`config.mk`:
```
export PLATFORM = sky130hd
export DESIGN_NAME = mips_multicycle_control
export DESIGN_NICKNAME = d
export VERILOG_FILES = /design/src/rtl/mips_ctrl_pkg.sv /design/src/rtl/mips_alu_decoder.sv /design/src/rtl/mips_multicycle_control.sv
export SDC_FILE = /design/constraint.sdc
export NUM_CORES = 1
export LEC_CHECK = 0
export BUFFER_PORTS_ARGS = -buffer_cell sky130_fd_sc_hd__buf_2
export CAP_MARGIN = 15
export CORE_UTILIZATION = 50
export CTS_CLUSTER_DIAMETER = 150
export DETAILED_ROUTE_END_ITERATION = 10
export HOLD_SLACK_MARGIN = 0.1
export PLACE_DENSITY = 0.87
export REMOVE_ABC_BUFFERS = 1
export SLEW_MARGIN = 40
export SYNTH_ARGS = -nofsm -noshare
export SYNTH_HDL_FRONTEND = slang
export SYNTH_HIERARCHICAL = 1
export SYNTH_SLANG_ARGS = --single-unit
```
`constraint.sdc`:
```
create_clock -name clk -period 4.3 [get_ports clk]
set_input_delay 0.215 -clock clk [delete_from_list [all_inputs] [get_ports clk]]
set_output_delay 0.215 -clock clk [all_outputs]
set_load 0.005 [all_outputs]
```
`src/rtl/mips_ctrl_pkg.sv`:
```
// rtl/mips_ctrl_pkg.sv - opcode/funct codes, ALU operation encodings and sequencer state type
package mips_ctrl_pkg;

   localparam logic [5:0] OP_RTYPE = 6'h00;
   localparam logic [5:0] OP_ADDI  = 6'h08;
   localparam logic [5:0] OP_ANDI  = 6'h0C;
   localparam logic [5:0] OP_ORI   = 6'h0D;
   localparam logic [5:0] OP_LW    = 6'h23;
   localparam logic [5:0] OP_SW    = 6'h2B;
   localparam logic [5:0] OP_BEQ   = 6'h04;

   localparam logic [5:0] FN_ADD   = 6'h20;
   localparam logic [5:0] FN_SUB   = 6'h22;
   localparam logic [5:0] FN_AND   = 6'h24;
   localparam logic [5:0] FN_OR    = 6'h25;
   localparam logic [5:0] FN_XOR   = 6'h26;
   localparam logic [5:0] FN_SLT   = 6'h2A;
   localparam logic [5:0] FN_SLL   = 6'h00;
   localparam logic [5:0] FN_SRL   = 6'h02;

   localparam logic [2:0] ALU_ADD  = 3'b000;
   localparam logic [2:0] ALU_SUB  = 3'b001;
   localparam logic [2:0] ALU_AND  = 3'b010;
   localparam logic [2:0] ALU_OR   = 3'b011;
   localparam logic [2:0] ALU_SLT  = 3'b100;
   localparam logic [2:0] ALU_SLL  = 3'b101;
   localparam logic [2:0] ALU_SRL  = 3'b110;
   localparam logic [2:0] ALU_XOR  = 3'b111;

   typedef enum logic [2:0] {
      IDLE   = 3'd0,
      DECODE = 3'd1,
      EXEC   = 3'd2,
      MEM    = 3'd3,
      WB     = 3'd4,
      BRANCH = 3'd5,
      ERR    = 3'd6
   } state_e;

endpackage

```
`src/rtl/mips_alu_decoder.sv`:
```
// rtl/mips_alu_decoder.sv - opcode/funct to ALU select, operand signedness, shift and legality (MCCTRL_SHIFT_EN enables sll/srl)
module mips_alu_decoder
   import mips_ctrl_pkg::*;
(
   input  logic [5:0] opcode_i,
   input  logic [5:0] funct_i,
   output logic [2:0] alu_ctrl_o,
   output logic       sign_o,
   output logic       shift_o,
   output logic       legal_o
);

   // Pure table lookup; anything not listed is reported as illegal
   always_comb begin
      alu_ctrl_o = ALU_ADD;
      sign_o     = 1'b0;
      shift_o    = 1'b0;
      legal_o    = 1'b1;
      case (opcode_i)
         OP_RTYPE: begin
            case (funct_i)
               FN_ADD: begin alu_ctrl_o = ALU_ADD; sign_o = 1'b1; end
               FN_SUB: begin alu_ctrl_o = ALU_SUB; sign_o = 1'b1; end
               FN_AND: alu_ctrl_o = ALU_AND;
               FN_OR:  alu_ctrl_o = ALU_OR;
               FN_XOR: alu_ctrl_o = ALU_XOR;
               FN_SLT: begin alu_ctrl_o = ALU_SLT; sign_o = 1'b1; end
`ifdef MCCTRL_SHIFT_EN
               FN_SLL: begin alu_ctrl_o = ALU_SLL; shift_o = 1'b1; end
               FN_SRL: begin alu_ctrl_o = ALU_SRL; shift_o = 1'b1; end
`endif
               default: legal_o = 1'b0;
            endcase
         end
         OP_ADDI: begin alu_ctrl_o = ALU_ADD; sign_o = 1'b1; end
         OP_ANDI: alu_ctrl_o = ALU_AND;
         OP_ORI:  alu_ctrl_o = ALU_OR;
         OP_LW:   begin alu_ctrl_o = ALU_ADD; sign_o = 1'b1; end
         OP_SW:   begin alu_ctrl_o = ALU_ADD; sign_o = 1'b1; end
         OP_BEQ:  begin alu_ctrl_o = ALU_SUB; sign_o = 1'b1; end
         default: legal_o = 1'b0;
      endcase
   end

endmodule

```
`src/rtl/mips_multicycle_control.sv`:
```
// rtl/mips_multicycle_control.sv - multi-cycle MIPS32 control sequencer (MCCTRL_SHIFT_EN enables sll/srl)
module mips_multicycle_control
   import mips_ctrl_pkg::*;
#(
   parameter int ILLEGAL_HOLD = 0
)
(
   input  logic        clk,
   input  logic        rst_n,
   input  logic [31:0] instr,
   input  logic        instr_valid,
   output logic        instr_ready,
   input  logic        zero,
   output logic [4:0]  rs,
   output logic [4:0]  rt,
   output logic [4:0]  rd,
   output logic [4:0]  shamt,
   output logic [15:0] immediate,
   output logic        RegDst,
   output logic        RegWrite,
   output logic        ALUsrc,
   output logic        MemWrite,
   output logic        MemRead,
   output logic        MemtoReg,
   output logic        oe,
   output logic        shift,
   output logic        sign1,
   output logic        sign2,
   output logic [2:0]  ALUcontrol,
   output logic        done,
   output logic        branch_taken,
   output logic        illegal
);

   state_e      state_q, state_d;
   logic [31:0] ir_q, ir_d;
   logic [2:0]  dec_alu;
   logic        dec_sign, dec_shift, dec_legal;
   logic        is_rtype, is_lw, is_sw, is_beq;
   logic        busy_d, err_entry_d;

   // Instruction register takes the offered word only on the accept edge
   assign ir_d = (state_q == IDLE && instr_valid) ? instr : ir_q;

   // Decode the instruction that will be held after this edge, so outputs can be registered
   mips_alu_decoder u_alu_decoder (
      .opcode_i   (ir_d[31:26]),
      .funct_i    (ir_d[5:0]),
      .alu_ctrl_o (dec_alu),
      .sign_o     (dec_sign),
      .shift_o    (dec_shift),
      .legal_o    (dec_legal)
   );

   assign is_rtype = (ir_d[31:26] == OP_RTYPE);
   assign is_lw    = (ir_d[31:26] == OP_LW);
   assign is_sw    = (ir_d[31:26] == OP_SW);
   assign is_beq   = (ir_d[31:26] == OP_BEQ);

   // Next-state selection for the instruction sequencer
   always_comb begin
      state_d = state_q;
      case (state_q)
         IDLE:    if (instr_valid) state_d = DECODE;
         DECODE:  state_d = !dec_legal ? ERR : (is_beq ? BRANCH : EXEC);
         EXEC:    state_d = (is_lw || is_sw) ? MEM : WB;
         MEM:     state_d = is_lw ? WB : IDLE;
         WB:      state_d = IDLE;
         BRANCH:  state_d = IDLE;
         ERR:     state_d = (ILLEGAL_HOLD != 0) ? ERR : IDLE;
         default: state_d = IDLE;
      endcase
   end

   // Datapath controls are live for every state of a legal instruction; ERR entry pulses once
   assign busy_d      = dec_legal && (state_d inside {DECODE, EXEC, MEM, WB, BRANCH});
   assign err_entry_d = (state_d == ERR) && (state_q != ERR);

   // State, instruction register and registered Moore outputs; reset clears strobes immediately
   always_ff @(posedge clk or negedge rst_n) begin
      if (!rst_n) begin
         state_q    <= IDLE;
         ir_q       <= '0;
         RegDst     <= 1'b0;
         RegWrite   <= 1'b0;
         ALUsrc     <= 1'b0;
         MemWrite   <= 1'b0;
         MemRead    <= 1'b0;
         MemtoReg   <= 1'b0;
         oe         <= 1'b0;
         shift      <= 1'b0;
         sign1      <= 1'b0;
         sign2      <= 1'b0;
         ALUcontrol <= ALU_ADD;
         done       <= 1'b0;
         illegal    <= 1'b0;
      end else begin
         state_q    <= state_d;
         ir_q       <= ir_d;
         RegDst     <= busy_d && is_rtype;
         ALUsrc     <= busy_d && (!is_rtype || dec_shift);
         shift      <= busy_d && dec_shift;
         sign1      <= busy_d && dec_sign;
         sign2      <= busy_d && dec_sign;
         ALUcontrol <= busy_d ? dec_alu : ALU_ADD;
         RegWrite   <= (state_d == WB);
         MemWrite   <= (state_d == MEM) && is_sw;
         MemRead    <= (state_d == MEM || state_d == WB) && is_lw;
         MemtoReg   <= (state_d == WB) && is_lw;
         oe         <= (state_d == WB);
         done       <= (state_d == WB) || (state_d == MEM && is_sw) ||
                       (state_d == BRANCH) || err_entry_d;
         illegal    <= err_entry_d;
      end
   end

   assign instr_ready  = (state_q == IDLE);
   assign branch_taken = (state_q == BRANCH) && zero;

   assign rs        = ir_q[25:21];
   assign rt        = ir_q[20:16];
   assign rd        = ir_q[15:11];
   assign shamt     = ir_q[10:6];
   assign immediate = ir_q[15:0];

endmodule

```
# --- Word level (Yosys, flattened, before mapping) ---
# Cells that the tools add are included.
op_classes:
  eq_ne: 23
  reduce_logical: 23
  mux: 14
ops:
  columns: ["operator", "count"]
  rows:
  - ["== test 6 bit (second input constant)", 8]
  - ["two-way mux 32 bit", 1]
  - ["case mux 3 bit (4 select lines)", 2]
  - ["== test 6 x 4 -> 1 bit (second input constant)", 3]
  - ["two-way mux 3 bit", 6]
  - ["case mux 3 bit (5 select lines)", 1]
  - ["== test 3 x 2 -> 1 bit (second input constant)", 4]
  - ["== test 3 bit (second input constant)", 4]
  - ["OR reduction 6 bit", 2]
  - ["logical AND 1 bit", 10]
  - ["== test 3 x 1 -> 1 bit (second input constant)", 2]
  - ["== test 6 x 3 -> 1 bit (second input constant)", 1]
  - ["logical NOT 6 bit", 1]
  - ["logical OR 1 bit", 5]
  - ["nonzero test 5 bit", 1]
  - ["case mux 1 bit (2 select lines)", 2]
  - ["OR reduction 4 bit", 1]
  - ["logical NOT 3 bit", 1]
  - ["inequality test 3 bit (second input constant)", 1]
  - ["OR reduction 3 bit", 1]
  - ["two-way mux 1 bit", 2]
  - ["logical NOT 1 bit", 1]
totals:
  input_bits: 36
  out_inout_bits: 53
  reg_bits: 47
  word_cells: 73

# --- Longest topological paths before layout ---
# Gate-level depths: netlist of run 1.
depth:
  word_depth: 14
  ltp_mapped: 16

# --- Hierarchy ---
# Netlist of run 1, hierarchy kept.
modules_own_cells:
  columns: ["module", "area_per_inst_um2", "cells_each", "n_inst", "seq_area_each_um2"]
  rows:
  - ["mips_multicycle_control", 2277.2, 194, 1, 1201.2]
  - ["mips_alu_decoder", 214.0, 34, 1, 0.0]

# --- Worst setup path before layout of run 1 ---
# OpenSTA, ideal clock, no wires.
synth_path:
  kind: "register -> register"
  startpoint: "register state_q[0]"
  endpoint: "register RegDst"
  period_less_slack_ps: 3135
  path_stages_with_launch: 15
  setup_time_ps: 77
  t_required_ps: 4223
  t_arrival_ps: 3057
  path_slack_ps: 1165
  path_buffers: 3
  path_cell_list: "dfrtp_1 buf_2 nor4b_4 buf_4 buf_2 mux2_2 nand2b_1 nor4_2 o211ai_1 nand2_1 nor2_1 a41o_1 a22oi_2 nand4_1 a21oi_1"
synth_via:
  elab_chain_cells: 13
synth_lines:
  columns: ["element", "line", "text"]
  rows:
  - ["start: declaration", "mips_multicycle_control.sv:35", "state_e state_q, state_d;"]
  - ["start signal: assignment", "mips_multicycle_control.sv:98", "state_q <= state_d;"]
  - ["logical NOT 3 bit (*)", "mips_multicycle_control.sv:43", "assign ir_d = (state_q == IDLE && instr_valid) ? instr : ir_q;"]
  - ["logical AND 1 bit (*)", "mips_multicycle_control.sv:43", null]
  - ["two-way mux 32 bit (*)", "mips_multicycle_control.sv:43", null]
  - ["net ir_d[4]", "mips_multicycle_control.sv:36", "logic [31:0] ir_q, ir_d;"]
  - ["== test 6 bit", "mips_alu_decoder.sv:21", "case (funct_i)"]
  - ["OR reduction 6 bit (no source line) (*)", null, null]
  - ["two-way mux 1 bit (*)", "mips_alu_decoder.sv:21", null]
  - ["case mux 1 bit (2 select lines) (*)", "mips_alu_decoder.sv:19", "case (opcode_i)"]
  - ["net dec_legal", "mips_multicycle_control.sv:38", "logic dec_sign, dec_shift, dec_legal;"]
  - ["two-way mux 3 bit", "mips_multicycle_control.sv:65", "DECODE: state_d = !dec_legal ? ERR : (is_beq ? BRANCH : EXEC);"]
  - ["case mux 3 bit (4 select lines)", "mips_multicycle_control.sv:63", "case (state_q)"]
  - ["== test 3 x 1 -> 1 bit (tied with other cells)", "mips_multicycle_control.sv:76", "assign busy_d = dec_legal && (state_d inside {DECODE, EXEC, MEM, WB, BRANCH});"]
  - ["nonzero test 5 bit", "mips_multicycle_control.sv:76", null]
  - ["logical AND 1 bit (*)", "mips_multicycle_control.sv:76", null]
  - ["logical AND 1 bit (*)", "mips_multicycle_control.sv:100", "RegDst <= busy_d && is_rtype;"]
  - ["end signal: assignment", "mips_multicycle_control.sv:100", null]
  - ["end: declaration", "mips_multicycle_control.sv:19", "output logic RegDst,"]
# The timed path passes the listed nets; every way through them passes the cells marked *.
# A chain may end at the register's enable or synchronous reset.

# --- Worst setup path in the final report of run 1 ---
# Same ends and word-level chain as after synthesis.

==> report_table.html, run 1 <==
<table>
<tr><th>Metric</th><th>Value</th></tr>
<tr><th colspan="2">Hold path</th></tr>
<tr><td>Worst hold path endpoint</td><td>ir_q[6]$_DFFE_PN0N_</td></tr>
<tr><td>Startpoint of the tightest hold check path</td><td>instr[6]</td></tr>
<tr><td>Hold Path Depth</td><td>2</td></tr>
<tr><td>Class of the worst hold path</td><td>in2reg</td></tr>
<tr><th colspan="2">Drt</th></tr>
<tr><td>Met2 wire len</td><td>2617 um</td></tr>
<tr><td>DR top layer</td><td>met4</td></tr>
<tr><td>WL per Instance</td><td>14.71 um</td></tr>
<tr><td>Post-DR vias/cell</td><td>~5.2</td></tr>
<tr><td>WL final</td><td>5120 um</td></tr>
<tr><td>Wire length on met1</td><td>about 2000 um</td></tr>
<tr><td>Antenna Violating Nets Remaining</td><td>0</td></tr>
<tr><td>Overall via count from detail_route</td><td>1824</td></tr>
<tr><td>Iteration-0 DRC count of the detailed router</td><td>138</td></tr>
<tr><td>Met3 WL post-DR</td><td>310 um</td></tr>
<tr><td>First-pass DRT Iterations</td><td>4</td></tr>
<tr><td>Number of remaining DRC errors</td><td>0</td></tr>
<tr><th colspan="2">Cells and area</th></tr>
<tr><td>Number of flip-flops in the largest register</td><td>32</td></tr>
<tr><td>Nets@finish</td><td>316</td></tr>
<tr><td>Synth-to-layout area growth</td><td>14.21%</td></tr>
<tr><td>Antenna diodes</td><td>0</td></tr>
<tr><td>Most common cell after layout, fill and taps aside</td><td>buf_2</td></tr>
<tr><td>Share of final-layout standard cells stronger than drive strength 1</td><td>47.69%</td></tr>
<tr><td>Highest-count cells in the layout ignoring fill and taps</td><td>buf_2 (87), dfrtp_1 (48), mux2_2 (26)</td></tr>
<tr><td>Largest registers</td><td>ir_q (32), ALUcontrol (3), state_q (3)</td></tr>
<tr><td>Most flop-heavy register</td><td>ir_q</td></tr>
<tr><td>Final cell count without fillers</td><td>approximately 350</td></tr>
<tr><td>Post-route cell area</td><td>2845 um^2</td></tr>
<tr><th colspan="2">Placed design</th></tr>
<tr><td>I/O Buffers</td><td>a little under 90</td></tr>
<tr><td>Placed Area</td><td>~2700 um^2</td></tr>
<tr><td>HPWL Detailed</td><td>between 3000 and 4000 um</td></tr>
<tr><td>Inst Count DP</td><td>roughly 340</td></tr>
<tr><td>Final weighted congestion in routability-driven placement</td><td>0.9251</td></tr>
<tr><th colspan="2">GRT</th></tr>
<tr><td>Maximum number of pins on one net before global-route repair</td><td>49</td></tr>
<tr><td>Global Route Usage Sum</td><td>20.55%</td></tr>
<tr><td>Via count of the first global-routing pass</td><td>1737</td></tr>
<tr><td>First-pass GRT wire length</td><td>8169 um</td></tr>
<tr><td>Remaining Overflow, GRT</td><td>0</td></tr>
<tr><td>Antenna violations before repair</td><td>0</td></tr>
<tr><th colspan="2">STA</th></tr>
<tr><td>Slew HR</td><td>60.96%</td></tr>
<tr><td>Layout Skew</td><td>~0.0064 ns</td></tr>
<tr><td>Final critical-path share of the clock period</td><td>80.05%</td></tr>
<tr><td>RSZ-0062 raised after global routing</td><td>no</td></tr>
<tr><td>Setup-violating endpoint count in the final report</td><td>0</td></tr>
<tr><td>Setup TNS</td><td>0 ns</td></tr>
<tr><td>Least-Margin Pin Slew</td><td>around 0.6 ns</td></tr>
<tr><td>Number of failing hold endpoints at the final stage</td><td>0</td></tr>
<tr><td>Achievable frequency</td><td>290.5 MHz</td></tr>
<tr><td>Min Clock Period, post-route</td><td>3.442 ns</td></tr>
<tr><td>Pins over their slew limit</td><td>0</td></tr>
<tr><th colspan="2">Worst setup path</th></tr>
<tr><td>CP Class</td><td>reg2reg</td></tr>
<tr><td>Nature of the critical path endpoint</td><td>flip-flop</td></tr>
<tr><td>Worst setup slack for register-to-register paths</td><td>0.86 ns</td></tr>
<tr><td>Worst path arrival time</td><td>3.67 ns</td></tr>
<tr><td>Critical path fanouts, max</td><td>15</td></tr>
<tr><td>Endpoint of the lowest-slack register-to-register path</td><td>RegDst$_DFF_PN0_</td></tr>
<tr><td>Startpoint type of the worst setup path</td><td>flip-flop</td></tr>
<tr><td>Worst r2r src</td><td>state_q[0]$_DFF_PN0_</td></tr>
<tr><td>Endpoint required time on the critical path</td><td>between 4 and 5 ns</td></tr>
<tr><td>Worst Reg-to-Reg Cells</td><td>12</td></tr>
<tr><th colspan="2">Synthesis</th></tr>
<tr><td>Number of enable-type register cells in the synthesized netlist</td><td>0</td></tr>
<tr><td>Mapped cell area</td><td>2491 um^2</td></tr>
<tr><td>Synthesis Warnings</td><td>6</td></tr>
<tr><td>Number of cells produced by synthesis</td><td>228</td></tr>
<tr><td>Post-synth ARST share</td><td>100.0%</td></tr>
<tr><td>Portion of the post-synthesis area used by sequential elements</td><td>between 40% and 50%</td></tr>
<tr><td>Synthesis-stage register bit count</td><td>48</td></tr>
<tr><td>Most common flop cell mapped by yosys</td><td>dfrtp_1</td></tr>
<tr><td>Average instance area after synthesis</td><td>10.93 um^2</td></tr>
<tr><td>Synth unique cells</td><td>44</td></tr>
<tr><th colspan="2">Floorplanning</th></tr>
<tr><td>Horiz. Die Dim</td><td>between 70 and 80 um</td></tr>
<tr><td>Ports</td><td>89</td></tr>
<tr><td>Die Ht</td><td>roughly 73 um</td></tr>
<tr><td>Total Die Area</td><td>around 5300 um^2</td></tr>
<tr><td>Initial Utilization</td><td>52.39%</td></tr>
<tr><td>Std cell rows</td><td>25</td></tr>
<tr><td>Area inside the core boundary</td><td>4755 um^2</td></tr>
<tr><th colspan="2">Clocking</th></tr>
<tr><td>Number of levels in the clock H-tree</td><td>2</td></tr>
<tr><td>Number of buffers created by CTS</td><td>5</td></tr>
<tr><td>Buffer type at the clock tree root</td><td>clkbuf_8</td></tr>
<tr><td>Post-CTS Resized</td><td>0</td></tr>
<tr><td>Deepest clock path buffer count</td><td>2</td></tr>
<tr><td>Insertion delay to the later sink of the worst-skew pair</td><td>0.30 ns</td></tr>
<tr><td>CTS clk-pin slew, worst paths</td><td>0.09 ns</td></tr>
<tr><td>Clock tree from TritonCTS</td><td>built</td></tr>
<tr><td>Sink count of the clock tree</td><td>48</td></tr>
<tr><th colspan="2">Power and ir drop</th></tr>
<tr><td>Worst IR Drop VDD</td><td>around 200 uV</td></tr>
<tr><td>Total power per unit cell area</td><td>between 700 and 800 nW/um^2</td></tr>
<tr><td>Leakage dissipation</td><td>1.369 nW</td></tr>
<tr><th colspan="2">Run status</th></tr>
<tr><td>Result of the run</td><td>completed</td></tr>
<tr><th colspan="2">Run</th></tr>
<tr><td>Reported max-cap violation count</td><td>0</td></tr>
</table>
## power breakdown
| group | switching (mW) | total, mW | leakage [nW] | internal (mW) |
|---|---|---|---|---|
| Clock | 0.152 | 0.327 | 0.0548 | 0.175 |
| Sequential | 0.146 | 0.783 | 0.597 | 0.637 |
| Combinational | 0.503 | 0.983 | 0.717 | 0.481 |
| Total | 0.800 | 2.09 | 1.37 | 1.29 |
## how the worst max path moves through the flow
stage	start	endpoint	slack, ns	cells after the start
6_report	state_q[0]$_DFF_PN0_	RegDst$_DFF_PN0_	0.86	12
5_1_grt	state_q[0]$_DFF_PN0_	RegDst$_DFF_PN0_	0.56	13
4_1_cts	state_q[0]$_DFF_PN0_	ALUcontrol[0]$_DFF_PN0_	0.85	12
3_5_place_dp	state_q[0]$_DFF_PN0_	sign2$_DFF_PN0_	0.88	12
3_3_place_gp	state_q[0]$_DFF_PN0_	RegDst$_DFF_PN0_	1.01	12
2_1_floorplan	state_q[0]$_DFF_PN0_	RegDst$_DFF_PN0_	0.30	10
## routing by layer
layer / up-vias / global-route usage [%]
met4: 0 / 12.85
met1: 861 / 23.49
li1: 855 / -
met3: 18 / 3.867
met5: - / 0
met2: 90 / 35.51
## critical path, stage by stage, from the launching register on
cell and delay (ns):
dfrtp_1 0.52, nor4b_4 0.55, buf_12 0.21, mux2_2 0.34, nand2b_1 0.17, nor4_2 0.29, o211ai_1 0.15, nand2_1 0.15
nor2_1 0.06, a41o_1 0.22, a22oi_2 0.19, nand4_1 0.31, a21oi_1 0.22
## synth_stat cells, types with 2 or more instances
cell type | number | share of area, %
nand3_1 | 3 | 0.60
nand4_1 | 3 | 0.75
buf_2 | 5 | 1.0
o21ai_0 | 5 | 1.0
nand4b_1 | 3 | 1.1
nand2b_1 | 3 | 0.75
nor2_1 | 10 | 1.5
nand2_1 | 23 | 3.5
nor4_2 | 2 | 1.0
xnor2_1 | 2 | 0.70
and3b_1 | 2 | 0.70
nor3_1 | 4 | 0.80
nor2b_1 | 3 | 0.75
a21oi_1 | 8 | 1.6
a21boi_1 | 4 | 1.2
a31oi_1 | 3 | 0.75
o211ai_1 | 2 | 0.60
or4_1 | 3 | 0.90
mux2_2 | 26 | 12
clkbuf_1 | 2 | 0.30
buf_4 | 40 | 12
dfrtp_1 | 48 | 48
inv_1 | 3 | 0.45
## what timing repair did
action | CTS | global route
endpoints found under the hold margin | 48 | 0
buffers inserted | 0 | 0
endpoints found under the setup margin | 0 | 0
hold buffers | 1 | 0
## per-stage QoR
stage	util (%)	setup WS [ns]	hold slack [ns]	power [mW]
global route	59.84	0.5626	0.1328	2.248
CTS	59.84	0.8523	0.1326	2.102
global placement	57.16	1.014	0.4390	1.722
finish	59.84	0.8580	0.1413	2.093
detailed placement	57.21	0.8808	0.2553	1.770
floorplan	-	0.3027	-0.08059	1.365
## final cells by class
cell class / count / area (um^2)
well taps: 67 / 83.83
repair buffers: 92 / 488.0
multi-input cells: 130 / 945.9
flip-flops and latches: 48 / 1201
clock inverters: 3 / 46.29
clock buffers: 5 / 68.82
inverters: 3 / 11.26
fillers: 413 / 1909
## cells by family after synthesis
| kind of cell | after synthesis | share of synthesized area (%) |
|---|---|---|
| and+or+nand+nor | 70 | 16.58 |
| buffers and inverters | 50 | 13.81 |
| DFF | 48 | 48.22 |
| AOI/OAI and AO/OA | 30 | 8.388 |
| muxes | 27 | 12.15 |
| xor gates and xnor gates | 2 | 0.7033 |
| other | 1 | 0.1505 |
(Power assumes the default switching activity.)
==> inputs of run 2 (changes only) <==
ABC_AREA = 1   (was not set)
CORE_UTILIZATION = 45   (was 50)
PLACE_DENSITY = 0.83   (was 0.87)
clock period = 2.9 ns   (was 4.3 ns; I/O delays follow)
==> run 2 against run 1 <==
Cell area rose by 11%. Die area rose by 14%. Sequential cell count did not move.
==> report_table.html, run 2 <==
<table>
<tr><th>Metric</th><th>Value</th></tr>
<tr><th colspan="2">Run status</th></tr>
<tr><td>Result of the run</td><td>completed</td></tr>
<tr><th colspan="2">Synthesis</th></tr>
<tr><td>Dominant cell by count in the synthesized netlist</td><td>dfrtp_1</td></tr>
<tr><td>Synth cell count leaders</td><td>dfrtp_1 (48), buf_4 (39), inv_1 (38), nand2_1 (29), mux2_2 (26)</td></tr>
<tr><td>Yosys top cell by area</td><td>dfrtp_1</td></tr>
<tr><td>Synthesis Warnings</td><td>6 (unchanged)</td></tr>
<tr><td>Post-synth ARST share</td><td>100.0% (unchanged)</td></tr>
<tr><td>Portion of the post-synthesis area used by sequential elements</td><td>46.69% (-1.5 points)</td></tr>
<tr><td>Fraction of synthesized cell area taken by the top area cell type</td><td>46.69% (-1.5 points)</td></tr>
<tr><td>Number of cells produced by synthesis</td><td>266 (+17%)</td></tr>
<tr><td>Mapped cell area</td><td>2572 um^2 (+3.3%)</td></tr>
<tr><td>Top cells by area, synth</td><td>dfrtp_1 (47%), buf_4 (11%), mux2_2 (11%)</td></tr>
<tr><td>Number of enable-type register cells in the synthesized netlist</td><td>0 (unchanged)</td></tr>
<tr><td>Most common flop cell mapped by yosys</td><td>dfrtp_1</td></tr>
<tr><td>Synthesis-stage register bit count</td><td>48 (unchanged)</td></tr>
<tr><td>Synth unique cells</td><td>27 (-39%)</td></tr>
<tr><td>Average instance area after synthesis</td><td>9.671 um^2 (-11%)</td></tr>
<tr><th colspan="2">Drt</th></tr>
<tr><td>First-pass DRT Iterations</td><td>4 (unchanged)</td></tr>
<tr><td>Iteration-0 DRC count of the detailed router</td><td>68 (-51%)</td></tr>
<tr><td>WL final</td><td>5253 um (+2.6%)</td></tr>
<tr><td>WL per Instance</td><td>12.54 um (-15%)</td></tr>
<tr><td>Antenna Violating Nets Remaining</td><td>0 (unchanged)</td></tr>
<tr><td>Overall via count from detail_route</td><td>1946 (+6.7%)</td></tr>
<tr><td>Post-DR vias/cell</td><td>4.644 (-11%)</td></tr>
<tr><td>Number of remaining DRC errors</td><td>0 (unchanged)</td></tr>
<tr><th colspan="2">Worst setup path</th></tr>
<tr><td>CP Class</td><td>reg2reg</td></tr>
<tr><td>Nature of the critical path endpoint</td><td>flip-flop</td></tr>
<tr><td>Worst r2r src</td><td>state_q[2]$_DFF_PN0_</td></tr>
<tr><td>Endpoint required time on the critical path</td><td>3.13 ns (-1.39 ns)</td></tr>
<tr><td>Worst Reg-to-Reg Cells</td><td>15 (+3)</td></tr>
<tr><td>Startpoint type of the worst setup path</td><td>flip-flop</td></tr>
<tr><td>Endpoint of the lowest-slack register-to-register path</td><td>ALUsrc$_DFF_PN0_</td></tr>
<tr><td>Worst setup slack for register-to-register paths</td><td>0.23 ns (-0.63 ns)</td></tr>
<tr><td>Critical path fanouts, max</td><td>11 (-4)</td></tr>
<tr><td>Worst path arrival time</td><td>2.90 ns (-0.77 ns)</td></tr>
<tr><th colspan="2">Placed design</th></tr>
<tr><td>Final weighted congestion in routability-driven placement</td><td>0.8692 (-6.0%)</td></tr>
<tr><td>HPWL Detailed</td><td>3436 um (-12%)</td></tr>
<tr><td>Placed Area</td><td>2796 um^2 (+2.8%)</td></tr>
<tr><td>Pre-CTS WS</td><td>0.1653 ns (-0.7155 ns)</td></tr>
<tr><td>I/O Buffers</td><td>88 (unchanged)</td></tr>
<tr><td>Inst Count DP</td><td>385 (+14%)</td></tr>
<tr><th colspan="2">Cells and area</th></tr>
<tr><td>Most common cell after layout, fill and taps aside</td><td>buf_2</td></tr>
<tr><td>Largest registers</td><td>ir_q (32), ALUcontrol (3), state_q (3)</td></tr>
<tr><td>Synth-to-layout area growth</td><td>22.71%</td></tr>
<tr><td>Fill cell count</td><td>455 (+10%)</td></tr>
<tr><td>Share of final-layout standard cells stronger than drive strength 1</td><td>46.97% (-0.71 points)</td></tr>
<tr><td>Number of flip-flops in the largest register</td><td>32 (unchanged)</td></tr>
<tr><td>Nets@finish</td><td>382 (+21%)</td></tr>
<tr><td>Post-route cell area</td><td>3157 um^2 (+11%)</td></tr>
<tr><td>Most flop-heavy register</td><td>ir_q</td></tr>
<tr><td>Final cell count without fillers</td><td>419 (+20%)</td></tr>
<tr><td>Final standard cell utilization of the core</td><td>57.33% (-2.5 points)</td></tr>
<tr><td>Highest-count cells in the layout ignoring fill and taps</td><td>buf_2 (87), dfrtp_1 (48), inv_1 (38)</td></tr>
<tr><td>Antenna diodes</td><td>0 (unchanged)</td></tr>
<tr><th colspan="2">Run</th></tr>
<tr><td>Reported max-cap violation count</td><td>0 (unchanged)</td></tr>
<tr><th colspan="2">Floorplanning</th></tr>
<tr><td>Horiz. Die Dim</td><td>77.61 um (+6.9%)</td></tr>
<tr><td>Ports</td><td>89 (unchanged)</td></tr>
<tr><td>Area inside the core boundary</td><td>5507 um^2 (+16%)</td></tr>
<tr><td>Std cell rows</td><td>27 (+8.0%)</td></tr>
<tr><td>Total Die Area</td><td>6023 um^2 (+14%)</td></tr>
<tr><td>Die Ht</td><td>77.61 um (+6.9%)</td></tr>
<tr><td>Initial Utilization</td><td>46.72% (-5.7 points)</td></tr>
<tr><th colspan="2">Clocking</th></tr>
<tr><td>Buffer type at the clock tree root</td><td>clkbuf_8</td></tr>
<tr><td>Sink count of the clock tree</td><td>48 (unchanged)</td></tr>
<tr><td>Number of levels in the clock H-tree</td><td>2 (unchanged)</td></tr>
<tr><td>Number of buffers created by CTS</td><td>5 (unchanged)</td></tr>
<tr><td>Deepest clock path buffer count</td><td>2 (unchanged)</td></tr>
<tr><td>CTS clk-pin slew, worst paths</td><td>0.09 ns (about the same)</td></tr>
<tr><td>Insertion delay to the later sink of the worst-skew pair</td><td>0.30 ns (about the same)</td></tr>
<tr><td>Clock tree from TritonCTS</td><td>built</td></tr>
<tr><th colspan="2">GRT</th></tr>
<tr><td>Remaining Overflow, GRT</td><td>0 (unchanged)</td></tr>
<tr><td>Maximum number of pins on one net before global-route repair</td><td>49 (unchanged)</td></tr>
<tr><td>Antenna violations before repair</td><td>0 (unchanged)</td></tr>
<tr><td>Via count of the first global-routing pass</td><td>1928 (+11%)</td></tr>
<tr><td>First-pass GRT wire length</td><td>8231 um (+0.76%)</td></tr>
<tr><td>Global Route Usage Sum</td><td>17.38% (-3.2 points)</td></tr>
<tr><th colspan="2">STA</th></tr>
<tr><td>Min Clock Period, post-route</td><td>2.669 ns (-0.7735 ns)</td></tr>
<tr><td>Number of failing hold endpoints at the final stage</td><td>0 (unchanged)</td></tr>
<tr><td>Least-Margin Pin Slew</td><td>0.5881 ns (+0.002442 ns)</td></tr>
<tr><td>Setup ws final</td><td>0.2315 ns (-0.6265 ns)</td></tr>
<tr><td>Setup-violating endpoint count in the final report</td><td>0 (unchanged)</td></tr>
<tr><td>Setup TNS</td><td>0 ns (unchanged)</td></tr>
<tr><td>Pins over their slew limit</td><td>0 (unchanged)</td></tr>
<tr><td>Achievable frequency</td><td>374.7 MHz (+29%)</td></tr>
<tr><td>Layout Skew</td><td>0.004451 ns (-0.001962 ns)</td></tr>
<tr><td>Slew HR</td><td>60.79% (-0.16 points)</td></tr>
<tr><td>Final hold slack</td><td>0.1158 ns (-0.02551 ns)</td></tr>
<tr><td>Final critical-path share of the clock period</td><td>92.02% (+12 points)</td></tr>
<tr><th colspan="2">Power and ir drop</th></tr>
<tr><td>Total power per unit cell area</td><td>960.6 nW/um^2 (+31%)</td></tr>
<tr><td>Worst IR Drop VDD</td><td>348.9 uV (+73%)</td></tr>
<tr><td>Leakage dissipation</td><td>1.710 nW (+25%)</td></tr>
<tr><td>Total power</td><td>3.032 mW (+45%)</td></tr>
<tr><th colspan="2">Hold path</th></tr>
<tr><td>Startpoint of the tightest hold check path</td><td>instr[0]</td></tr>
<tr><td>Class of the worst hold path</td><td>in2reg</td></tr>
<tr><td>Worst hold path endpoint</td><td>ir_q[0]$_DFF_PN0_</td></tr>
<tr><td>Hold Path Depth</td><td>2 (unchanged)</td></tr>
</table>
## run 2: metal layers
layer,share of wire [%],wire [um],track usage (%)
met1,41,2148,17.71
met2,53,2794,33.72
met3,4.6,243,4.235
met4,1.3,68,6.415
met5,0,0,0
## run 2: repair_timing
action	CTS	global route
hold endpoints to repair	69	0
resized for setup	0	2
endpoints found under the setup margin	0	6
buffers inserted	0	3
hold buffers	22	0
## run 2: worst max-delay path, stage by stage, from the launching register on
cell     delay [ns]
dfrtp_1        0.46
nor2_4         0.22
buf_4          0.17
nand3_4        0.17
mux2_2         0.36
nor2_4         0.15
nand3_1        0.11
nand2_1        0.08
a21oi_1        0.09
nand2_2        0.14
nand3_1        0.11
a21oi_1        0.18
nand2_1        0.09
nand2_2        0.08
nand2_4        0.09
nor2_2         0.09
## run 2: cells by family after synthesis
kind of cell / after synthesis / share of synthesized area [%]
muxes: 26 / 11.38
AOI/OAI and AO/OA: 9 / 2.091
other: 1 / 0.1458
buffers and inverters: 84 / 18.43
DFF: 48 / 46.69
and+or+nand+nor: 98 / 21.25
## run 2: area by class of cell
| type | instances | area [um^2] | share of cell area, % |
|---|---|---|---|
| sequential | 48 | 1201 | 38.05 |
| timing repair buffer | 114 | 693.2 | 21.96 |
| multi-input combinational | 135 | 917.1 | 29.05 |
| inverter | 42 | 157.7 | 4.994 |
| tap | 72 | 90.09 | 2.854 |
| clock buffer | 6 | 82.58 | 2.616 |
| clock inverter | 2 | 15.01 | 0.4756 |
## run 2: worst max path at each step
stage | from | end | cells past startpoint | slack [ns]
floorplan | state_q[0]$_DFF_PN0_ | ALUsrc$_DFF_PN0_ | 15 | 0.39
global placement | state_q[0]$_DFF_PN0_ | RegDst$_DFF_PN0_ | 14 | 0.24
detailed placement | state_q[0]$_DFF_PN0_ | ALUsrc$_DFF_PN0_ | 15 | 0.17
CTS | state_q[2]$_DFF_PN0_ | ALUcontrol[1]$_DFF_PN0_ | 14 | 0.15
global route | state_q[2]$_DFF_PN0_ | sign2$_DFF_PN0_ | 21 | -0.003
finish | state_q[2]$_DFF_PN0_ | ALUsrc$_DFF_PN0_ | 15 | 0.23
## run 2: where the power goes
part           switching, mW  internal [mW]  leakage, nW
Clock                  0.226          0.193       0.0434
Sequential             0.143          0.933        0.591
Combinational          0.854          0.683         1.08
==> inputs of run 3 (changes only) <==
CORE_ASPECT_RATIO = 0.7   (was not set)
SETUP_SLACK_MARGIN = 0.5   (was not set)
==> run 3 against run 2 <==
Sequential share of layout area is 3.9 points lower. Cell area is 12% higher. Sequential power hardly changed. Maximum frequency is 3.0% higher. Non-clock buffer count is 27 higher. Via count is 14% higher. Highest routed layer unchanged.
==> report_table.html, run 3 (synthesis gave the netlist of run 2 again) <==
<table>
<tr><th>Metric</th><th>Value</th></tr>
<tr><th colspan="2">Run status</th></tr>
<tr><td>Result of the run</td><td>completed</td></tr>
<tr><th colspan="2">Worst setup path</th></tr>
<tr><td>Endpoint required time on the critical path</td><td>3.15 ns (+0.02 ns)</td></tr>
<tr><td>Worst path arrival time</td><td>2.84 ns (-0.06 ns)</td></tr>
<tr><td>Largest stage delay, worst path</td><td>0.44 ns (-0.02 ns)</td></tr>
<tr><td>Number of buffers and inverters on the critical path</td><td>2 (+1)</td></tr>
<tr><td>Crit-path slowest cell</td><td>dfrtp_1</td></tr>
<tr><td>Critical path fanouts, max</td><td>8 (-3)</td></tr>
<tr><td>CP Class</td><td>reg2reg</td></tr>
<tr><td>Nature of the critical path endpoint</td><td>flip-flop</td></tr>
<tr><td>Most used cell, CP</td><td>nand2_2</td></tr>
<tr><td>Startpoint type of the worst setup path</td><td>flip-flop</td></tr>
<tr><td>Worst setup slack for register-to-register paths</td><td>0.31 ns (+0.08 ns)</td></tr>
<tr><td>Kind of cell adding the most delay to the critical path</td><td>simple AND/OR/NAND/NOR gates</td></tr>
<tr><td>Cell chain of the critical path</td><td>nor2_4, buf_6, nand3_4, mux2_4, inv_2, nor2_1, nand3_1, nand2_1, a21oi_2, nand2_2, nand3_2, nand2_2, nand4_1, nand2_1, nand2_2, nand2_4, nor2_2</td></tr>
<tr><th colspan="2">Cells and area</th></tr>
<tr><td>Antenna diodes</td><td>0 (unchanged)</td></tr>
<tr><td>Area of combinational cells with multiple inputs</td><td>1028 um^2 (+12%)</td></tr>
<tr><td>Largest registers</td><td>ir_q (32), ALUcontrol (3), state_q (3)</td></tr>
<tr><td>Highest-count cells in the layout ignoring fill and taps</td><td>buf_2 (87), dfrtp_1 (47), inv_1 (30)</td></tr>
<tr><td>Share of final-layout standard cells stronger than drive strength 1</td><td>56.95% (+10 points)</td></tr>
<tr><td>Nets@finish</td><td>409 (+7.1%)</td></tr>
<tr><td>Sequential Area</td><td>1202 um^2 (+0.10%)</td></tr>
<tr><td>Fill cell count</td><td>367 (-19%)</td></tr>
<tr><td>Synth-to-layout area growth</td><td>36.97%</td></tr>
<tr><td>Most common cell after layout, fill and taps aside</td><td>buf_2</td></tr>
<tr><td>Number of flip-flops in the largest register</td><td>32 (unchanged)</td></tr>
<tr><td>Most flop-heavy register</td><td>ir_q</td></tr>
<tr><th colspan="2">Power and ir drop</th></tr>
<tr><td>Worst IR Drop VDD</td><td>369.8 uV (+6.0%)</td></tr>
<tr><td>Total power per unit cell area</td><td>1038 nW/um^2 (+8.0%)</td></tr>
<tr><td>Leakage dissipation</td><td>1.891 nW (+11%)</td></tr>
<tr><td>Total power</td><td>3.656 mW (+21%)</td></tr>
<tr><th colspan="2">Run</th></tr>
<tr><td>Reported max-cap violation count</td><td>0 (unchanged)</td></tr>
<tr><th colspan="2">Hold path</th></tr>
<tr><td>Class of the worst hold path</td><td>in2reg</td></tr>
<tr><th colspan="2">GRT</th></tr>
<tr><td>Via count of the first global-routing pass</td><td>2139 (+11%)</td></tr>
<tr><td>Global-route track usage on met3</td><td>7.407% (+3.2 points)</td></tr>
<tr><td>Maximum number of pins on one net before global-route repair</td><td>49 (unchanged)</td></tr>
<tr><td>Remaining Overflow, GRT</td><td>0 (unchanged)</td></tr>
<tr><td>First-pass GRT wire length</td><td>9929 um (+21%)</td></tr>
<tr><td>Busiest layer in global routing</td><td>met2</td></tr>
<tr><td>Global Route Usage Sum</td><td>22.02% (+4.6 points)</td></tr>
<tr><td>Global routing met2 resource utilization</td><td>38.80% (+5.1 points)</td></tr>
<tr><td>Antenna violations before repair</td><td>0 (unchanged)</td></tr>
<tr><td>Global-route met1 utilization</td><td>23.86% (+6.1 points)</td></tr>
<tr><th colspan="2">Drt</th></tr>
<tr><td>First-pass DRT Iterations</td><td>5 (+1)</td></tr>
<tr><td>WL per Instance</td><td>15.71 um (+25%)</td></tr>
<tr><td>Iteration-0 DRC count of the detailed router</td><td>181 (+170%)</td></tr>
<tr><td>Overall via count from detail_route</td><td>2217 (+14%)</td></tr>
<tr><td>Antenna Violating Nets Remaining</td><td>0 (unchanged)</td></tr>
<tr><td>Post-DR vias/cell</td><td>4.971 (+7.0%)</td></tr>
<tr><td>WL final</td><td>7005 um (+33%)</td></tr>
<tr><td>Number of remaining DRC errors</td><td>0 (unchanged)</td></tr>
<tr><th colspan="2">STA</th></tr>
<tr><td>Final critical-path share of the clock period</td><td>89.34% (-2.7 points)</td></tr>
<tr><td>RSZ-0062 raised after global routing</td><td>yes</td></tr>
<tr><td>Setup TNS</td><td>0 ns (unchanged)</td></tr>
<tr><td>Slew HR</td><td>60.21% (-0.58 points)</td></tr>
<tr><td>Achievable frequency</td><td>386.0 MHz (+3.0%)</td></tr>
<tr><td>Pins over their slew limit</td><td>0 (unchanged)</td></tr>
<tr><td>Layout Skew</td><td>0.01038 ns (+0.005927 ns)</td></tr>
<tr><td>Number of failing hold endpoints at the final stage</td><td>0 (unchanged)</td></tr>
<tr><td>Setup-violating endpoint count in the final report</td><td>0 (unchanged)</td></tr>
<tr><td>Min Clock Period, post-route</td><td>2.591 ns (-0.07779 ns)</td></tr>
<tr><td>Least-Margin Pin Slew</td><td>0.5968 ns (+0.008691 ns)</td></tr>
<tr><th colspan="2">Clocking</th></tr>
<tr><td>CTS clk-pin slew, worst paths</td><td>0.10 ns (about the same)</td></tr>
<tr><td>Insertion delay to the later sink of the worst-skew pair</td><td>0.32 ns (+0.02 ns)</td></tr>
<tr><td>Deepest clock path buffer count</td><td>2 (unchanged)</td></tr>
<tr><td>Sink count of the clock tree</td><td>48 (unchanged)</td></tr>
<tr><td>Clock tree from TritonCTS</td><td>built</td></tr>
<tr><td>Number of buffers created by CTS</td><td>5 (unchanged)</td></tr>
<tr><td>Buffer type at the clock tree root</td><td>clkbuf_8</td></tr>
<tr><td>Number of levels in the clock H-tree</td><td>2 (unchanged)</td></tr>
<tr><th colspan="2">Placed design</th></tr>
<tr><td>Final weighted congestion in routability-driven placement</td><td>0.8163 (-6.1%)</td></tr>
<tr><td>I/O Buffers</td><td>88 (unchanged)</td></tr>
<tr><td>HPWL Detailed</td><td>3531 um (+2.8%)</td></tr>
<tr><th colspan="2">Floorplanning</th></tr>
<tr><td>Die Ht</td><td>65.26 um (-16%)</td></tr>
<tr><td>Area inside the core boundary</td><td>5368 um^2 (-2.5%)</td></tr>
<tr><td>Total Die Area</td><td>6028 um^2 (about the same)</td></tr>
<tr><td>Ports</td><td>89 (unchanged)</td></tr>
<tr><td>Std cell rows</td><td>22 (-19%)</td></tr>
<tr><td>Horiz. Die Dim</td><td>92.37 um (+19%)</td></tr>
<tr><td>Initial Utilization</td><td>47.93% (+1.2 points)</td></tr>
</table>
## run 3: timing repair
action | 4_1_cts | 5_1_grt
pin swaps | 12 | 6
hold buffers | 24 | 0
endpoints found under the setup margin | 9 | 8
endpoints found under the hold margin | 71 | 0
gates cloned | 1 | 0
setup buffers | 16 | 12
resized for setup | 23 | 18
## run 3: per-stage QoR
step                      utilization [%]  cell area [um^2]  instances  setup WS, ns  hold WS [ns]
after detailed placement            52.10              2796        385        0.1908        0.1875
after CTS                           62.94              3378        434        0.5001        0.1274
after floorplan                         -              2256        224        0.3944       -0.1506
after global placement              52.05              2794        385        0.2766        0.3729
after global routing                65.64              3523        446        0.2013        0.1203
final                               65.64              3523        446        0.3093        0.1270
## run 3: layout make-up
cell class	instances	share of cell area (%)
Sequential cell	48	34.13
Multi-Input combinational cell	135	29.19
Timing Repair Buffer	141	25.67
Inverter	42	4.545
Tap cell	72	2.557
Clock buffer	5	1.953
Clock inverter	3	1.953
## run 3: final timing paths
path | startpoint | end | depth (start not counted)
worst max register to register | state_q[0]$_DFF_PN0_ | sign2$_DFF_PN0_ | 17
worst min register to register | ir_q[18]$_DFFE_PN0N_ | ir_q[18]$_DFFE_PN0N_ | 1
worst min-delay path | instr[2] | ir_q[2]$_DFF_PN0_ | 2
min in group asynchronous | rst_n | RegDst$_DFF_PN0_ | 2
max in group asynchronous | rst_n | state_q[2]$_DFF_PN0_ | 2
worst max-delay path | state_q[0]$_DFF_PN0_ | sign2$_DFF_PN0_ | 17
## run 3: routing by layer
metal  vias up  share of wire (%)  wire length [um]
li1       1004                  -                 -
met4         0                4.3               298
met2       130                 49              3404
met3        28                8.7               609
met1      1055                 38              2692
met5         -                  0                 0
## run 3: worst register-to-register path, stage by stage, from the launching register on
cell and delay, ns:
dfrtp_1 0.44, nor2_4 0.11, buf_6 0.13, nand3_4 0.16, mux2_4 0.40, inv_2 0.06, nor2_1 0.04, nand3_1 0.12
nand2_1 0.10, a21oi_2 0.18, nand2_2 0.11, nand3_2 0.11, nand2_2 0.06, nand4_1 0.09, nand2_1 0.07, nand2_2 0.08
nand2_4 0.10, nor2_2 0.14
## run 3: power breakdown
group	switching (mW)	internal (mW)	leakage, nW
clock network	0.242	0.347	0.0687
logic	1.08	0.902	1.23
registers	0.151	0.935	0.589
